===== config.mk =====
export PLATFORM = sky130hd
export DESIGN_NAME = user_io_host
export DESIGN_NICKNAME = d
export VERILOG_FILES = /design/src/rtl/user_io_host.sv
export SDC_FILE = /design/constraint.sdc
export NUM_CORES = 1
export LEC_CHECK = 0
export CORE_MARGIN = 1.5
export CORE_UTILIZATION = 25
export CTS_CLUSTER_SIZE = 28
export DETAILED_ROUTE_END_ITERATION = 8
export HOLD_SLACK_MARGIN = 0.06
export PLACE_DENSITY = 0.49
export RECOVER_POWER = 50
export SLEW_MARGIN = 25
export SYNTH_ARGS = -nofsm -noshare
export SYNTH_HDL_FRONTEND = slang
export SYNTH_SLANG_ARGS = --single-unit

===== constraint.sdc =====
create_clock -name CLK -period 6.3 [get_ports CLK]
set_clock_uncertainty 0.1 [all_clocks]
set_input_delay 1.26 -clock CLK [delete_from_list [all_inputs] [get_ports CLK]]
set_output_delay 1.26 -clock CLK [all_outputs]
set_load 0.1 [all_outputs]

===== src/rtl/user_io_host.sv =====
// SPI master for the user I/O link: sends one command byte plus 0-3 payload
// bytes per frame and captures the core-type byte returned during the command.
module user_io_host #(
  parameter int CLK_DIV = 4,
  parameter int SS_GAP  = 2
) (
  input  logic        CLK,
  input  logic        RESET_N,
  input  logic        REQ,
  input  logic [7:0]  CMD,
  input  logic [1:0]  LEN,
  input  logic [23:0] PAYLOAD,
  output logic        BUSY,
  output logic        DONE,
  output logic [7:0]  CORE_TYPE,
  output logic        SPI_CLK,
  output logic        SPI_SS_IO,
  output logic        SPI_MOSI,
  input  logic        SPI_MISO
);

  localparam int DIV_W = $clog2(CLK_DIV) + 1;
  localparam int GAP_W = $clog2(SS_GAP) + 1;
  localparam logic [DIV_W-1:0] DIV_LOAD = DIV_W'(CLK_DIV - 1);
  localparam logic [GAP_W-1:0] GAP_LOAD = GAP_W'(SS_GAP - 1);

  typedef enum logic [2:0] {
    ST_IDLE,
    ST_LOW,
    ST_HIGH,
    ST_TAIL,
    ST_GAP
  } state_e;

  state_e            state_q, state_d;
  logic [DIV_W-1:0]  div_q, div_d;
  logic [GAP_W-1:0]  gap_q, gap_d;
  logic [4:0]        bit_q, bit_d;
  logic [1:0]        len_q, len_d;
  logic [31:0]       shift_q, shift_d;
  logic [7:0]        miso_q, miso_d;
  logic [7:0]        core_type_q, core_type_d;
  logic              busy_q, busy_d;
  logic              done_q, done_d;
  logic              sck_q, sck_d;
  logic              ss_q, ss_d;
  logic              div_end;

  assign div_end = (div_q == '0);

  always_comb begin
    // NOTE: every _d starts from its _q (or a fixed value) so no path leaves
    // a variable unassigned, which would otherwise infer a latch.
    state_d     = state_q;
    div_d       = div_q;
    gap_d       = gap_q;
    bit_d       = bit_q;
    len_d       = len_q;
    shift_d     = shift_q;
    miso_d      = miso_q;
    core_type_d = core_type_q;
    busy_d      = busy_q;
    done_d      = 1'b0;
    sck_d       = sck_q;
    ss_d        = ss_q;

    unique case (state_q)
      ST_IDLE: begin
        if (REQ) begin
          shift_d = {CMD, PAYLOAD[7:0], PAYLOAD[15:8], PAYLOAD[23:16]};
          len_d   = LEN;
          bit_d   = '0;
          busy_d  = 1'b1;
          ss_d    = 1'b0;
          sck_d   = 1'b0;
          div_d   = DIV_LOAD;
          state_d = ST_LOW;
        end
      end
      ST_LOW: begin
        if (div_end) begin
          sck_d   = 1'b1;
          div_d   = DIV_LOAD;
          state_d = ST_HIGH;
        end else begin
          div_d = div_q - DIV_W'(1);
        end
      end
      ST_HIGH: begin
        if (div_end) begin
          sck_d = 1'b0;
          div_d = DIV_LOAD;
          // Only the command-byte bits carry the core type.
          if (bit_q < 5'd8) miso_d = {miso_q[6:0], SPI_MISO};
          if (bit_q == {len_q, 3'b111}) begin
            state_d = ST_TAIL;
          end else begin
            bit_d   = bit_q + 5'd1;
            shift_d = {shift_q[30:0], 1'b0};
            state_d = ST_LOW;
          end
        end else begin
          div_d = div_q - DIV_W'(1);
        end
      end
      ST_TAIL: begin
        if (div_end) begin
          ss_d    = 1'b1;
          div_d   = DIV_LOAD;
          gap_d   = GAP_LOAD;
          state_d = ST_GAP;
        end else begin
          div_d = div_q - DIV_W'(1);
        end
      end
      ST_GAP: begin
        if (div_end) begin
          div_d = DIV_LOAD;
          if (gap_q == '0) begin
            busy_d      = 1'b0;
            done_d      = 1'b1;
            core_type_d = miso_q;
            state_d     = ST_IDLE;
          end else begin
            gap_d = gap_q - GAP_W'(1);
          end
        end else begin
          div_d = div_q - DIV_W'(1);
        end
      end
      default: state_d = ST_IDLE;
    endcase
  end

  // NOTE: state registers use non-blocking assignments so every flop samples
  // the pre-edge values; reset is asynchronous so a mid-frame reset drops SS/SCK at once.
  always_ff @(posedge CLK or negedge RESET_N) begin
    if (!RESET_N) begin
      state_q     <= ST_IDLE;
      div_q       <= '0;
      gap_q       <= '0;
      bit_q       <= '0;
      len_q       <= '0;
      shift_q     <= '0;
      miso_q      <= '0;
      core_type_q <= '0;
      busy_q      <= 1'b0;
      done_q      <= 1'b0;
      sck_q       <= 1'b0;
      ss_q        <= 1'b1;
    end else begin
      state_q     <= state_d;
      div_q       <= div_d;
      gap_q       <= gap_d;
      bit_q       <= bit_d;
      len_q       <= len_d;
      shift_q     <= shift_d;
      miso_q      <= miso_d;
      core_type_q <= core_type_d;
      busy_q      <= busy_d;
      done_q      <= done_d;
      sck_q       <= sck_d;
      ss_q        <= ss_d;
    end
  end

  assign BUSY      = busy_q;
  assign DONE      = done_q;
  assign CORE_TYPE = core_type_q;
  assign SPI_CLK   = sck_q;
  assign SPI_SS_IO = ss_q;
  assign SPI_MOSI  = shift_q[31];

endmodule


Word-level counts from Yosys, hierarchy flattened --
Cells that the tools add are included.
Word-level totals: register bits 67, latch bits 0, bits in writable memories 0, bits in read-only memories 0, input port bits 38, logic and storage cells 84, memories kept 0
Cells by class: add/subtract/negate cells 3, multiply operators 0, divide/modulo/power cells 0, $lt $le $gt $ge 1, equal/unequal tests 13, shift-type cells 0, muxes and demuxes 35, bitwise gates (word level) 0, reductions and logical operators 20
Operators with widths (count):
- 32-bit 2-to-1 mux | 3
- 32-bit case mux with 2 select lines | 1
- 3-bit 2-to-1 mux | 8
- 2-bit inequality test (second input constant) | 8
- 4-bit AND reduction | 4
- 5-bit 2-to-1 mux | 3
- 3-bit case mux with 5 select lines | 1
- 5-bit case mux with 2 select lines | 1
- 2-bit nonzero test | 5
- 1-bit 2-to-1 mux | 9
- 3-bit AND reduction | 3
- 2-bit 2-to-1 mux | 4
- 3-bit by 2-bit == test with 1-bit output (second input constant) | 2
- 3-bit logical NOT | 2
- 3-bit case mux with 2 select lines | 1
- 6-bit AND reduction | 1
- 5-bit by 1-bit adder with 5-bit output (second input constant) | 1
- 5-bit == test | 1
- 5-bit by 4-bit < comparator with 1-bit output (second input constant) | 1
- 1-bit case mux with 2 select lines | 2
- 2-bit case mux with 2 select lines | 1
- 2-bit AND reduction | 2
- 4-bit OR reduction | 1
- 3-bit by 1-bit == test with 1-bit output (second input constant) | 1
- 6 further kinds | 6

Depth between registers and ports, before layout --
Gate-level depths: netlist of run 1.
word-level depth 4, depth in mapped cells 8, gate-level depth less buffers 6

Worst setup path before layout of run 1 --
No wires, ideal clock.
path type input port to flip-flop, from in REQ, to reg bit_q[0], arrival 2.389 ns, required time 6.075 ns, path slack 3.685 ns, cell stages on the path 6, path through and2b_1 > nor4_4 > or2_1 > buf_6 > buf_6 > o21ai_2
On the way: word-level cells in the longest chain between the ends 2
RTL lines:
- start, declared | line 9 | input logic REQ,
- 2-bit inequality test (no source line)
- 4-bit AND reduction (no source line)
- end signal, assigned | line 155 | bit_q <= bit_d;
- end, declared | line 38 | logic [4:0] bit_q, bit_d;
No other way between the ends. A chain may end at the register's enable or synchronous reset.

Final worst setup path of run 1 --
from in REQ, to reg bit_q[4]
The elaborated chain is that of the path after synthesis.

==> flow_summary.ini, run 1 <==
[clock_tree]
post_cts.repair.setup_buffers = 0
clkSinkCount = 67
hold_buffers = 0
cts_tree = done
insertion_delay_ns = 0.33
cts_root_buffer = clkbuf_16
post_cts_resize_count = 0
max-clock-path-buffers = 2
htree_levels = 3
cts_buffers = 9
cts.clk_slew.worst_paths_ns = 0.05

[finish]
area_delta_synth_final_pct = 26.30
nets = 381
drive_above_1_share = 0.1808
diodes = 0
final_util = 0.3245

[worst_setup_path]
crit_required_ns = 6.47
crit_arrival_ns = 3.65
worst-setup-path-type = in2reg
r2r_cells = 5
rr_endpoint = bit_q[4]
worst_path_max_delay_cell = dlygate4sd3_1
cp_max_fo = 37
reg2reg_from = state_q[1]
start_kind = primary input
ff2ff_setup_slack_ns = 3.50
cpPeakStageDelay_ns = 0.61
end_kind = flop
path_delay_family = simple AND/OR/NAND/NOR gates
path_cells = dlygate4sd3_1, and2b_1, nor4_4, buf_4, or2_4, a22o_1
worst-path-buf-inv = 2

[synth]
ys_seq_area_frac = 0.4932
synth_area_leaders = dfrtp_1 49%, mux2i_1 9.4%, o21ai_2 7.7%
synth-seq-cells = 67
yosysTopAreaCellShare = 0.4855
synth_cell_types = 45
syn_area_um2 = 3402
async_reset_ff_frac = 1.000
synth-main-ff-cell = dfrtp_1
postSynthAreaPerCell_um2 = 11.49
syn_nets = 338
yosysWarnings = 0
syn_inst = 296
synth_common_cells = 66 x dfrtp_1, 40 x o21ai_0, 32 x mux2i_1, 30 x o21ai_2, 12 x nand2_1
yosysMostFrequentCell = dfrtp_1
synth_edf_count = 0
yosys.area.top_type = dfrtp_1

[sta]
maxSlewViolCount = 0
worst_slew_pin_slew_ns = 0.9708
rsz0062_at_grt = no
period_needed_ns = 3.481
max_freq_mhz = 287.2
finalHoldViolCount = 0
finalSetupTns_ns = 0
min_period_over_period = 0.5526
slew_headroom = 0.3507
finalSetupViolations = 0

[detailed_routing]
routedWlPerCell_um = 14.20
drtIter0Drc = 116
ant_nets = 0
via_count = 2387
route.detailed.drc = 0
wl_um = 7372
drtPass1Iterations = 4
vias_per_cell = 4.599

[power_and_ir_drop]
leakage_nw = 1.776
irDropWorstVdd_mv = 0.2080
powerDensity_nw_per_um2 = 408.6

[global_route]
grt_usage = 0.1111
grt_pass1_wl_um = 12480
antenna_found_initial = 0
grt_max_degree = 68
gr-total-overflow = 0
grt_pass1_vias = 2509

[flow_run]
cap_violations = 0

[hold_path]
hold_path_class = reg2reg
min_to = CORE_TYPE[1]
hold_start = CORE_TYPE[1]
hold_depth = 1

[placement]
gp_congestion = 0.6942
dp_hpwl_um = 4580
port_buffers = 50

[floorplan]
ios = 51
die_height_um = 119.7
placeableCoreArea_um2 = 13240
start_util = 0.2569
row_count = 42
die_width_um = 119.7
dieArea_um2 = 14320

[status]
status = complete, no violations
## worst reg2reg max path, delay by kind of cell (launching register included)
kind / cells / cell delay [ns]
buffers and inverters: 1 / 0.37
DFF: 1 / 0.79
AOI/OAI and AO/OA: 1 / 0.24
and+or+nand+nor: 3 / 1.25
## layer usage
layer | vias to the layer above | GRT usage | wire length [µm]
met4 | 0 | 0.03125 | 69
met1 | 1175 | 0.1446 | 3533
met3 | 9 | 0.04040 | 329
met5 | - | 0 | 0
met2 | 42 | 0.1739 | 3439
li1 | 1161 | - | -
## worst max path at each step
stage | slack, ns | endpoint | startpoint | cells past startpoint
detailed placement | 2.23 | bit_q[4] | REQ | 6
CTS | 2.56 | bit_q[4] | REQ | 6
global placement | 2.27 | bit_q[4] | REQ | 6
finish | 2.82 | bit_q[4] | REQ | 6
floorplan | 3.69 | bit_q[0] | REQ | 6
global route | 2.68 | shift_q[5] | REQ | 6
## cells by family (layout without fill, tap and decap cells)
group,count (synthesis),count (layout),synth area share
buffers and inverters,27,74,0.04340
AND/OR/NAND/NOR,47,47,0.08018
flip-flops,67,67,0.4932
XOR/XNOR,3,3,0.007725
AO/OA/AOI/OAI,96,96,0.1920
multiplexers,51,51,0.1659
adder cells (fa/ha/maj),5,5,0.01765
## per-stage QoR
stage	std cells	hold WS (ns)	area, µm²	setup slack [ns]	total power, mW
finish	519	0.3772	4297	2.819	1.756
floorplan	296	0.3581	3402	3.686	1.163
global route	519	0.3994	4297	2.681	1.889
detailed placement	504	0.3737	4021	2.225	1.297
global placement	504	0.3674	4021	2.269	1.282
CTS	519	0.3851	4302	2.565	1.780
## registers in the layout, summed over array words and instances, names as in the netlist, 2 cells and up
register and cells:
miso_q 8, div_q 3, CORE_TYPE 8, gap_q 2, bit_q 5, shift_q 32
len_q 2, state_q 3
## cell type report
cell class                 instances  area, µm²
clock buffer                      13      270.3
inverter                           6      22.52
fill                            1370       8946
timing repair buffer              53      518.0
multi-input combinational        202       1578
clock inverter                     2      10.01
sequential                        67       1678
tap                              176      220.2
## power by group
group	total, mW	internal (mW)	switching (mW)
sequential	0.700	0.581	0.119
combinational	0.585	0.246	0.339
clock	0.471	0.295	0.176
total	1.76	1.12	0.634
## cell usage in the layout, fill, tap and decap left out, drive strengths merged, types with 5 or more instances in the layout
| cell type | synthesis | final |
|---|---|---|
| a21oi | 5 | 5 |
| clkbuf | 11 | 13 |
| clkdlybuf4s50 | 0 | 48 |
| dfrtp | 66 | 66 |
| inv | 6 | 6 |
| mux2 | 19 | 19 |
| mux2i | 32 | 32 |
| nand2 | 12 | 12 |
| nand3 | 5 | 5 |
| nor2 | 11 | 11 |
| o21ai | 75 | 75 |
Power figures use the tool's default switching activity.
==> inputs of run 2 (changes only) <==
PLACE_DENSITY = 0.51   (was 0.49)
clock period = 3.05 ns   (was 6.3 ns; I/O delays follow)
==> flow_summary.ini, run 2 (same netlist as run 1, synthesis figures left out) <==
[detailed_routing]
vias_per_cell = 4.574
route.detailed.drc = 0
routedWlPerCell_um = 14.27
wl_um = 7505
via_count = 2406
ant_nets = 0
drtPass1Iterations = 4
drtIter0Drc = 137

[global_route]
grtUsageMet2 = 0.1677
grt_pass1_vias = 2428
use_met3 = 0.02852
gr-total-overflow = 0
busiest_layer = met2
grt_pass1_wl_um = 12400
grt_max_degree = 68
antenna_found_initial = 0
grt_usage = 0.1093
use_met1 = 0.1484

[status]
violations = max-capacitance violations, max-slew violations
status = finished, violations left

[power_and_ir_drop]
sequentialPowerShare = 0.380
powerDensity_nw_per_um2 = 879.5
pwr-share-clk = 0.296
leakage_nw = 1.803
p_int_mw = 2.476
switching_share = 0.3500
irDropWorstVdd_mv = 0.4539
comb_power_share = 0.324
p_sw_mw = 1.333

[worst_setup_path]
path_cells = and2b_1, nor4_4, buf_4, o41ai_1, a22o_1
worst_path_max_delay_cell = dfrtp_1
worst-path-buf-inv = 1
worst-setup-path-type = reg2reg
crit_required_ns = 3.16
start_kind = flop
path_delay_family = flip-flops
crit_arrival_ns = 2.50
cpPeakStageDelay_ns = 0.79
cp_max_fo = 36
end_kind = flop

[finish]
final_cell_mix = 66 x dfrtp_1, 40 x o21ai_0, 36 x clkdlybuf4s50_1
nets = 387
largest-register = shift_q
final_common_cell = dfrtp_1
largest_reg_flops = 32
area_delta_synth_final_pct = 27.33
diodes = 0
drive_above_1_share = 0.2257
final_util = 0.3271

[sta]
finalSetupTns_ns = 0
maxSlewViolCount = 68
period_needed_ns = 2.388
worst_slew_pin_slew_ns = 1.739
slew_headroom = -0.1591
finalSetupViolations = 0
finalHoldViolCount = 0
max_freq_mhz = 418.7
rsz0062_at_grt = no
whs_ns = 0.3818
min_period_over_period = 0.7830
final.setup.worst_slack_ns = 0.6618

[clock_tree]
post_cts.repair.setup_buffers = 0
max-clock-path-buffers = 2
cts.clk_slew.worst_paths_ns = 0.05
cts_buffers = 9
htree_levels = 3
cts_root_buffer = clkbuf_16
insertion_delay_ns = 0.33
cts_tree = done
clkSinkCount = 67
post_cts_resize_count = 0
hold_buffers = 0

[floorplan]
placeableCoreArea_um2 = 13240
start_util = 0.2569
ios = 51
row_count = 42
die_height_um = 119.7
die_width_um = 119.7
dieArea_um2 = 14320

[placement]
port_buffers = 50
dp_hpwl_um = 4872
place_ws_ns = 0.3861
gp_congestion = 0.7127

[hold_path]
hold_path_class = reg2reg

[flow_run]
cap_violations = 1
==> run 2: cell types whose count changed in the layout (fill, tap and decap cells not counted), sizes merged <==
cell | before | now
buf | 4 | 17
clkinv | 2 | 3
clkbuf | 13 | 17
bufinv | 0 | 2
clkdlybuf4s50 | 48 | 36
dlygate4sd3 | 1 | 0
==> run 2: worst paths after layout <==
check / start / end / slack, ns / cells past startpoint
setup / recovery: state_q[1] / bit_q[4] / 0.66 / 5
hold / removal: CORE_TYPE[7] / CORE_TYPE[7] / 0.38 / 1
hold reg to reg: CORE_TYPE[7] / CORE_TYPE[7] / 0.38 / 1
max in group asynchronous: RESET_N / DONE / 1.08 / 2
min in group asynchronous: RESET_N / gap_q[1] / 0.70 / 2
setup reg to reg: state_q[1] / bit_q[4] / 0.66 / 5
==> run 2: metrics by stage <==
step | cells | total power [mW] | cell area, µm²
detailed placement | 510 | 2.717 | 4046
global route | 526 | 4.071 | 4332
global placement | 510 | 2.684 | 4046
finish | 526 | 3.810 | 4332
floorplan | 296 | 2.403 | 3402
CTS | 526 | 3.877 | 4374
==> run 2: power groups by stage <==
stage | Combinational (mW) | Sequential [mW] | Clock [mW]
after detailed placement | 1.25 | 1.46 | 0
final | 1.23 | 1.45 | 1.13
after global placement | 1.23 | 1.46 | 0
after floorplan | 0.914 | 1.49 | 0
after CTS | 1.26 | 1.45 | 1.16
after global routing | 1.36 | 1.50 | 1.21
==> run 2: per-layer routing <==
layer,share of wire,wire length (µm)
met1,0.49,3672
met2,0.46,3420
met3,0.042,315
met4,0.013,97
met5,0,0
==> run 2: worst reg2reg max path: cells and delay by family, from the launching register on <==
| family | cells | cell delay (ns) |
|---|---|---|
| and+or+nand+nor | 2 | 0.67 |
| buffers and inverters | 1 | 0.37 |
| AOI/OAI and AO/OA | 2 | 0.34 |
| DFF | 1 | 0.79 |
==> run 2: final cells by class <==
class / count / area, µm²
clock inverter: 5 / 75.07
inverter: 6 / 22.52
fill: 1381 / 8911
multi-input combinational: 202 / 1574
sequential: 67 / 1678
tap: 176 / 220.2
timing repair buffer: 59 / 509.2
clock buffer: 11 / 252.7
